`src/rtl/lcd_frame_scheduler.sv`:
```
// rtl/lcd_frame_scheduler.sv - streams full framebuffer or clear frames into the LCD driver
// Requests are latched as pending flags; a started frame always runs to its last pixel.
module lcd_frame_scheduler #(
  parameter int          WIDTH       = 320,
  parameter int          HEIGHT      = 240,
  parameter logic [15:0] CLEAR_COLOR = 16'hFFFF,
  parameter int          AW          = $clog2(WIDTH * HEIGHT)
) (
  input  logic          clk_i,
  input  logic          reset_i,
  input  logic          lcd_initialized_i,
  input  logic          lcd_done_i,
  output logic          lcd_print_o,
  output logic [15:0]   lcd_pixel_rgb_o,
  input  logic          refresh_req_i,
  input  logic          clear_req_i,
  output logic          fb_rd_en_o,
  output logic [AW-1:0] fb_addr_o,
  input  logic [15:0]   fb_rd_data_i,
  output logic          busy_o,
  output logic          frame_done_o
);

  localparam logic [2:0] S_WAIT_INIT = 3'd0;
  localparam logic [2:0] S_IDLE      = 3'd1;
  localparam logic [2:0] S_FETCH     = 3'd2;
  localparam logic [2:0] S_LOAD      = 3'd3;
  localparam logic [2:0] S_SEND      = 3'd4;
  localparam logic [2:0] S_CLR_SEND  = 3'd5;
  localparam logic [2:0] S_DONE      = 3'd6;

  localparam logic [AW-1:0] LAST_PIX = AW'(WIDTH * HEIGHT - 1);

  logic [2:0]    state_q, state_d;
  logic [AW-1:0] cnt_q, cnt_d;
  logic          ref_pend_q, ref_pend_d;
  logic          clr_pend_q, clr_pend_d;
  logic          print_q, print_d;
  logic [15:0]   rgb_q, rgb_d;
  logic          rd_en_q, rd_en_d;
  logic [AW-1:0] addr_q, addr_d;
  logic          busy_q, busy_d;
  logic          frame_done_q, frame_done_d;
  logic          accept;

  assign accept = print_q & lcd_done_i;

  always_comb begin
    state_d      = state_q;
    cnt_d        = cnt_q;
    ref_pend_d   = ref_pend_q | refresh_req_i;
    clr_pend_d   = clr_pend_q | clear_req_i;
    print_d      = print_q;
    rgb_d        = rgb_q;
    rd_en_d      = 1'b0;
    addr_d       = addr_q;
    busy_d       = busy_q;
    frame_done_d = 1'b0;

    case (state_q)
      S_WAIT_INIT: if (lcd_initialized_i) state_d = S_IDLE;
      S_IDLE: begin
        // A request landing on the start cycle re-arms its flag for the next frame.
        if (clr_pend_q) begin
          state_d    = S_CLR_SEND;
          clr_pend_d = clear_req_i;
          cnt_d      = '0;
          busy_d     = 1'b1;
          print_d    = 1'b1;
          rgb_d      = CLEAR_COLOR;
        end else if (ref_pend_q) begin
          state_d    = S_FETCH;
          ref_pend_d = refresh_req_i;
          cnt_d      = '0;
          busy_d     = 1'b1;
          rd_en_d    = 1'b1;
          addr_d     = '0;
        end
      end
      S_FETCH: state_d = S_LOAD;
      S_LOAD: begin
        rgb_d   = fb_rd_data_i;
        print_d = 1'b1;
        state_d = S_SEND;
      end
      S_SEND: begin
        if (accept) begin
          print_d = 1'b0;
          if (cnt_q == LAST_PIX) begin
            state_d      = S_DONE;
            busy_d       = 1'b0;
            frame_done_d = 1'b1;
          end else begin
            cnt_d   = cnt_q + AW'(1);
            rd_en_d = 1'b1;
            addr_d  = cnt_q + AW'(1);
            state_d = S_FETCH;
          end
        end
      end
      S_CLR_SEND: begin
        if (accept) begin
          print_d = 1'b0;
          if (cnt_q == LAST_PIX) begin
            state_d      = S_DONE;
            busy_d       = 1'b0;
            frame_done_d = 1'b1;
          end else begin
            cnt_d = cnt_q + AW'(1);
          end
        end else begin
          print_d = 1'b1;
        end
      end
      S_DONE:  state_d = S_IDLE;
      default: state_d = S_WAIT_INIT;
    endcase
  end

  always_ff @(posedge clk_i) begin
    if (reset_i) begin
      state_q      <= S_WAIT_INIT;
      cnt_q        <= '0;
      ref_pend_q   <= 1'b0;
      clr_pend_q   <= 1'b0;
      print_q      <= 1'b0;
      rgb_q        <= '0;
      rd_en_q      <= 1'b0;
      addr_q       <= '0;
      busy_q       <= 1'b0;
      frame_done_q <= 1'b0;
    end else begin
      state_q      <= state_d;
      cnt_q        <= cnt_d;
      ref_pend_q   <= ref_pend_d;
      clr_pend_q   <= clr_pend_d;
      print_q      <= print_d;
      rgb_q        <= rgb_d;
      rd_en_q      <= rd_en_d;
      addr_q       <= addr_d;
      busy_q       <= busy_d;
      frame_done_q <= frame_done_d;
    end
  end

  assign lcd_print_o     = print_q;
  assign lcd_pixel_rgb_o = rgb_q;
  assign fb_rd_en_o      = rd_en_q;
  assign fb_addr_o       = addr_q;
  assign busy_o          = busy_q;
  assign frame_done_o    = frame_done_q;

endmodule
```
`config.mk`:
```
export PLATFORM = sky130hd
export DESIGN_NAME = lcd_frame_scheduler
export DESIGN_NICKNAME = d
export VERILOG_FILES = /design/src/rtl/lcd_frame_scheduler.sv
export SDC_FILE = /design/constraint.sdc
export NUM_CORES = 1
export LEC_CHECK = 0
export ABC_CLOCK_PERIOD_IN_PS = 4970
export CAP_MARGIN = 20
export CORE_AREA = 2 2 87 89
export CTS_CLUSTER_SIZE = 16
export DETAILED_ROUTE_END_ITERATION = 8
export DIE_AREA = 0 0 89 91
export PLACE_DENSITY = 0.6
export SLEW_MARGIN = 5
export SYNTH_ARGS = -nofsm -noshare
export SYNTH_HDL_FRONTEND = slang
export SYNTH_SLANG_ARGS = --single-unit
```
`constraint.sdc`:
```
create_clock -name clk_i -period 4.97 [get_ports clk_i]
set_input_delay 0.994 -clock clk_i [delete_from_list [all_inputs] [get_ports clk_i]]
set_output_delay 0.994 -clock clk_i [all_outputs]
set_load 0.02 [all_outputs]
```
=== Word-level counts from Yosys, hierarchy flattened ===
Cells that the tools add are included.

* Output and inout port bits: 37
* Logic and storage cells: 85
* Input port bits: 22
* Register bits: 59

* Mux-type cells: 37
* Reduce and logical (&&, ||, !) cells: 13
* Bitwise gates (word level): 5
* Equal/unequal tests: 19
* Add/subtract/negate cells: 1

{| class="wikitable"
|+ Operators with widths
! operator !! count
|-
| 2-to-1 mux 17 bit || 5
|-
| case mux 17 bit (2 select lines) || 2
|-
| case mux 16 bit (2 select lines) || 1
|-
| 2-to-1 mux 3 bit || 7
|-
| case mux 3 bit (7 select lines) || 1
|-
| != test 2 bit (second input constant) || 9
|-
| adder 17 x 1 -> 17 bit (second input constant) || 1
|-
| == test 17 bit (second input constant) || 1
|-
| 2-to-1 mux 1 bit || 17
|-
| 2-to-1 mux 16 bit || 1
|-
| AND reduction 5 bit || 2
|-
| == test 3 bit (second input constant) || 3
|-
| AND reduction 4 bit || 2
|-
| == test 3 x 2 -> 1 bit (second input constant) || 2
|-
| nonzero test 2 bit || 3
|-
| != test 2 x 1 -> 1 bit (second input constant) || 2
|-
| case mux 1 bit (2 select lines) || 2
|-
| case mux 1 bit (4 select lines) || 1
|-
| nonzero test 4 bit || 1
|-
| == test 3 x 1 -> 1 bit (second input constant) || 1
|-
| zero test 3 bit || 1
|-
| != test 3 bit (second input constant) || 1
|-
| AND reduction 3 bit || 1
|-
| OR reduction 3 bit || 1
|-
| other kinds (5) || 7
|}

=== Depth between registers and ports, before layout ===
Gate-level depths: netlist of the first run.

* Depth in word-level cells: 4
* Mapped depth: 8
* Gate-level depth less buffers: 6

=== Worst setup path after synthesis of the first run ===
Ideal clock, no wire load.

* Kind: input-to-reg
* Start: in lcd_done_i
* End: reg addr_q[12], in the netlist fb_addr_o[12]
* Path buffers: 3
* Arrival time: 2.303 ns
* Path slack: 2.600 ns
* Stages: 7
* Cell sequence: nand4b_1 nand2b_1 clkbuf_1 or3_1 buf_2 clkbuf_4 o2bb2ai_2

* Cells in the longest elaborated chain, start to end: 3

{| class="wikitable"
|+ RTL lines
! what !! RTL line !! text
|-
| start: declaration || 12 || <nowiki>input logic lcd_done_i,</nowiki>
|-
| bitwise AND 1 bit || 46 || <nowiki>assign accept = print_q & lcd_done_i;</nowiki>
|-
| != test 2 bit (no line) || n/a ||
|-
| AND reduction 5 bit (no line) || n/a ||
|-
| end signal: assignment || 140 || <nowiki>addr_q <= addr_d;</nowiki>
|-
| end: declaration || 41 || <nowiki>logic [AW-1:0] addr_q, addr_d;</nowiki>
|}

Every way passes these cells.
A chain may end at the register's enable or synchronous reset.

==> flow_summary.yaml, run 1 <==
logic_synthesis:
  syn_nets: 306
  netlist_area_um2: 2650
  synthTopCellsByCount: "59 x dfxtp_1, 35 x nor2_1, 16 x o22ai_1"
  yosysWarnings: 0
  yosysSeqAreaShare: 0.445
  synth-seq-cells: 59
  synth_cell_types: 50
  synth_top_area_share: 0.445
  synth_top_cell_by_area: "dfxtp_1"
  synth_area_per_cell_um2: 9.38
  synthTopCellsByArea: "dfxtp_1 45%, o2bb2ai_2 5.7%, nor2_1 5.0%"
  synth-edff-count: 0
  synthArstFlopShare: 0
  synth_flop_cell: "dfxtp_1"
  synth_most_common_cell: "dfxtp_1"
  synthCells: 283
critical_path:
  cpPeakStageDelay_ns: 0.73
  reg2reg_from: "cnt_q[0]"
  cp-startpoint: "reset_i"
  crit_chain: "clkdlybuf4s50_1 -> buf_4 -> inv_1 -> nand2b_1 -> or3_1 -> o2bb2ai_1"
  cp_slowest_cell: "or3_1"
  start_kind: "input pin"
  end_kind: "flop"
  worstPathArrival_ns: 3.20
  worstSetupPathType: "input pin to flop"
  critPathRequiredTime_ns: 5.16
  worstPathMaxFanout: 29
clocking:
  clockBufferDepth: 2
  clk_pin_slew_ns: 0.07
  cts-root-buf: "clkbuf_8"
  cts_hold_buf: 0
  post_cts_buffers: 0
  cts.sink_count: 59
  cts_tree: "done"
  cts-htree-levels: 3
  cts_resized: 0
  clkLatencyLatePin_ns: 0.33
  cts_made_buffers: 9
die:
  die_h_um: 91
  die_w_um: 89
  initial_core_util: 0.372
  dieArea_um2: 8100
  ios: 59
  design.core.area_um2: 7140
  num_rows: 31
sta:
  rsz0062_at_grt: "false"
  layout_setup_ws_ns: 1.96
  finalSetupTns_ns: 0
  fin_crit_ns: 3.01
  slew_headroom: 0.440
  hold_violations: 0
  finClkSkew_ns: 0.00779
  worst_slew_pin_slew_ns: 0.840
  max_freq_ghz: 0.333
  setup_viol_count_final: 0
  timing.final.crit_share: 0.605
  maxSlewViolCount: 0
drt:
  drt_wl_total_mm: 6.19
  first_pass_iters: 4
  wl_per_cell_um: 14.2
  drc_errors: 0
  final_antenna_net_count: 0
  via_count: 2280
  vias_per_cell: 5.22
  drt_iter0_drc: 70
power_and_ir_drop:
  clockPowerShare: 0.400
  ir_worst_vdd_uv: 114
  switching_share: 0.257
  comb_power_share: 0.146
  netSwitchingPower_uw: 295
  leakage_uw: 0.00125
  p_seq_frac: 0.454
  p_int_uw: 849
  power.density_nw_per_um2: 329
placed_design:
  gp_congestion: 0.809
  io_buffers: 58
  dpl.hpwl_mm: 4.31
  pre_cts_ws_ns: 1.66
  postPlaceCellArea_um2: 3260
grt:
  grt_max_degree: 30
  grt_pass1_vias: 2210
  track_usage: 0.170
  gr-total-overflow: 0
  grt_antenna_before_repair: 0
  grt_pass1_wl_mm: 10.7
job:
  max-cap-violations: 0
finish:
  final_area_um2: 3480
  nFillCells: 695
  nNetsFinal: 356
  regArea_um2: 1180
  drive_gt1_frac: 0.104
  multi_input_area_um2: 1340
  n_antenna_cell: 0
  area_growth_pct: 31.0
worst_hold_path:
  worstHoldPathType: "flop to flop"
  min-delay-start: "fb_addr_o[4]"
status:
  outcome: "finished, final reports clean"
per-stage QoR:
step / total power, uW / cells / util / hold WS, ns
finish: 1140 / 437 / 0.487 / 0.468
floorplan: 628 / 283 / - / 0.475
global placement: 697 / 421 / 0.457 / 0.451
detailed placement: 698 / 421 / 0.457 / 0.452
global route: 1200 / 437 / 0.487 / 0.487
CTS: 1160 / 437 / 0.487 / 0.468
placed cells by master, fill, tap and decap left out, types with 2 or more instances in the layout:
cell type        instances
a211o_1                  4
a21o_1                   2
a21oi_1                  9
a22o_1                   2
and2_1                   2
and3_1                   4
and4_1                   2
buf_4                    2
clkbuf_8                12
clkdlybuf4s50_1         58
clkinv_2                 2
dfxtp_1                 59
inv_1                    7
mux2i_1                  2
nand2_1                 11
nand2b_1                 4
nand3_1                 12
nand4_1                  5
nor2_1                  35
nor2b_1                  3
nor3_1                  10
nor4_1                   7
o211ai_1                 2
o21ai_0                  4
o21ai_1                  2
o22ai_1                 16
o2bb2ai_1                9
o2bb2ai_2               10
o32ai_1                  3
or3_1                    3
or4b_1                   3
xnor2_1                 10
xor2_1                   4
registers in the layout (all words and copies together) (netlist names):
signal	flops
frame_done_o	1
fb_addr_o	17
cnt_q	17
clr_pend_q	1
state_q	3
lcd_print_o	1
fb_rd_en_o	1
lcd_pixel_rgb_o	16
ref_pend_q	1
busy_o	1
worst paths after layout:
| path | endpoint | slack, ns | cells past startpoint |
|---|---|---|---|
| worst max-delay path | fb_addr_o[5] | 1.96 | 6 |
| worst min-delay path | fb_addr_o[4] | 0.47 | 1 |
| worst max register to register | fb_addr_o[5] | 2.25 | 6 |
| worst min register to register | fb_addr_o[4] | 0.47 | 1 |
power groups by stage:
| stage | clock [uW] | combinational (uW) | sequential (uW) |
|---|---|---|---|
| 2_1_floorplan | 0 | 84.6 | 543 |
| 3_3_place_gp | 0 | 167 | 531 |
| 3_5_place_dp | 0 | 168 | 530 |
| 4_1_cts | 470 | 168 | 520 |
| 5_1_grt | 497 | 183 | 523 |
| 6_report | 457 | 167 | 520 |
cells by family (layout without fill, tap and decap cells):
family,count (synthesis),in the layout,share of synthesized area
AO/OA/AOI/OAI,72,72,0.231
flip-flops,59,59,0.445
buffers and inverters,28,83,0.0509
AND/OR/NAND/NOR,106,106,0.210
adder cells (fa/ha/maj),1,1,0.00471
multiplexers,3,3,0.0118
XOR/XNOR,14,14,0.0462
worst max-delay path, delay by kind of cell:
kind | cells | cell delay [ns]
buf+inv | 3 | 0.96
simple gates | 2 | 1.07
compound gates | 1 | 0.16
layer usage:
| metal | GRT usage | vias up | share of wire |
|---|---|---|---|
| li1 | - | 1143 | - |
| met1 | 0.236 | 1092 | 0.50 |
| met2 | 0.241 | 39 | 0.45 |
| met3 | 0.0500 | 6 | 0.037 |
| met4 | 0.0746 | 0 | 0.015 |
| met5 | 0 | - | 0 |
final cells by class:
cell class | instances | share of cell area
tap | 99 | 0.0356
clock buffer | 12 | 0.0475
multi-input combinational | 196 | 0.385
inverter | 7 | 0.00756
clock inverter | 4 | 0.0137
timing repair buffer | 60 | 0.171
sequential | 59 | 0.340
Power figures use the tool's default switching activity.
==> run 2, diff against run 1 <==
--- a/config.mk
+++ b/config.mk
@@ -5,13 +5,13 @@
 export SDC_FILE = /design/constraint.sdc
 export NUM_CORES = 1
 export LEC_CHECK = 0
-export ABC_CLOCK_PERIOD_IN_PS = 4970
+export ABC_CLOCK_PERIOD_IN_PS = 2700
 export CAP_MARGIN = 20
 export CORE_AREA = 2 2 87 89
 export CTS_CLUSTER_SIZE = 16
 export DETAILED_ROUTE_END_ITERATION = 8
 export DIE_AREA = 0 0 89 91
-export PLACE_DENSITY = 0.6
+export PLACE_DENSITY = 0.62
 export SLEW_MARGIN = 5
 export SYNTH_ARGS = -nofsm -noshare
 export SYNTH_HDL_FRONTEND = slang
==> constraint.sdc (replaced) <==
create_clock -name clk_i -period 2.7 [get_ports clk_i]
set_input_delay 0.54 -clock clk_i [delete_from_list [all_inputs] [get_ports clk_i]]
set_output_delay 0.54 -clock clk_i [all_outputs]
set_load 0.02 [all_outputs]
==> flow_summary.yaml, run 2 (synthesis results as in run 1) <==
status:
  outcome: "finished, final reports clean"
drt:
  drt_wl_total_mm: 6.46
  wl_met1_mm: 3.13
  drc_errors: 0
  final_antenna_net_count: 0
  wl_per_cell_um: 14.5
  top_layer_used: "met4"
  drt_iter0_drc: 130
  route.met2.wl_mm: 2.96
  via_count: 2303
  first_pass_iters: 4
  vias_per_cell: 5.18
  wl_met3_um: 258
critical_path:
  worstPathArrival_ns: 2.47
  end_kind: "flop"
  rrSetupSlack_ns: 0.45
  critPathRequiredTime_ns: 2.93
  worstPathMaxFanout: 11
  worstSetupPathType: "flop to flop"
  start_kind: "flop"
sta:
  timing.final.crit_share: 0.832
  rsz0062_at_grt: "false"
  finClkSkew_ns: 0.0105
  hold_ws_ns: 0.473
  fin_crit_ns: 2.25
  finalSetupTns_ns: 0
  hold_violations: 0
  worst_slew_pin_slew_ns: 0.574
  slew_headroom: 0.617
  max_freq_ghz: 0.445
  setup_viol_count_final: 0
  maxSlewViolCount: 0
grt:
  track_usage: 0.166
  grt_pass1_vias: 2209
  grt_antenna_before_repair: 0
  grt_pass1_wl_mm: 10.6
  gr-total-overflow: 0
  grt_max_degree: 29
clocking:
  post_cts_buffers: 0
  cts_made_buffers: 9
  cts_resized: 0
  cts-root-buf: "clkbuf_8"
  clk_pin_slew_ns: 0.06
  clkLatencyLatePin_ns: 0.34
  cts-htree-levels: 3
  cts_tree: "done"
  clockBufferDepth: 2
  cts.sink_count: 59
  cts_hold_buf: 0
power_and_ir_drop:
  leakage_uw: 0.00129
  ir_worst_vdd_uv: 218
  power.density_nw_per_um2: 599
finish:
  layout_common_cells: "59 x dfxtp_1, 58 x clkdlybuf4s50_1, 35 x nor2_1"
  regArea_um2: 1180
  area_growth_pct: 33.6
  multi_input_area_um2: 1340
  final_common_cell: "dfxtp_1"
  drive_gt1_frac: 0.121
  final_cells: 445
  nFillCells: 696
  n_antenna_cell: 0
  nNetsFinal: 364
die:
  ios: 59
  initial_core_util: 0.372
  design.core.area_um2: 7140
  num_rows: 31
  die_w_um: 89
  dieArea_um2: 8100
  die_h_um: 91
placed_design:
  gp_congestion: 0.773
  dp_cells: 429
  io_buffers: 58
  dpl.hpwl_mm: 4.58
job:
  max-cap-violations: 0
worst_hold_path:
  worstHoldPathType: "flop to flop"
run 2: metal layers:
metal / track usage / vias to the layer above
li1: - / 1158
met1: 0.224 / 1083
met2: 0.252 / 53
met3: 0.0382 / 9
met4: 0.0709 / 0
met5: 0 / -
run 2: cell type report:
cell class / count / area share
clock buffer: 10 / 0.0360
clock inverter: 6 / 0.0226
inverter: 7 / 0.00741
multi-input combinational: 196 / 0.377
sequential: 59 / 0.333
tap: 99 / 0.0349
timing repair buffer: 68 / 0.188
run 2: through the flow:
| stage | total power [uW] | setup slack [ns] | cell area [um2] | utilization |
|---|---|---|---|---|
| after floorplan | 1160 | 0.600 | 2650 | - |
| after global placement | 1290 | 0.301 | 3340 | 0.468 |
| after detailed placement | 1290 | 0.308 | 3340 | 0.468 |
| after CTS | 2150 | 0.451 | 3540 | 0.497 |
| after global routing | 2230 | 0.301 | 3540 | 0.497 |
| final | 2120 | 0.455 | 3540 | 0.497 |
run 2: power breakdown:
group	total, uW	switching [uW]	internal [uW]
logic	330	172	158
registers	942	29.1	913
clock network	850	337	513
run 2: final timing paths:
check,startpoint,end,cells past startpoint
setup / recovery,cnt_q[0],fb_addr_o[16],7
hold / removal,fb_addr_o[11],fb_addr_o[11],1
setup reg to reg,cnt_q[0],fb_addr_o[16],7
hold reg to reg,fb_addr_o[11],fb_addr_o[11],1
run 2: worst max-delay path, cell delays in order, from the launching register on:
cell and delay [ns]:
dfxtp_1 0.39, ha_1 0.25, nand4_1 0.18, or4b_1 0.60, nor2_2 0.18, or3_1 0.27, buf_12 0.18, o2bb2ai_1 0.07
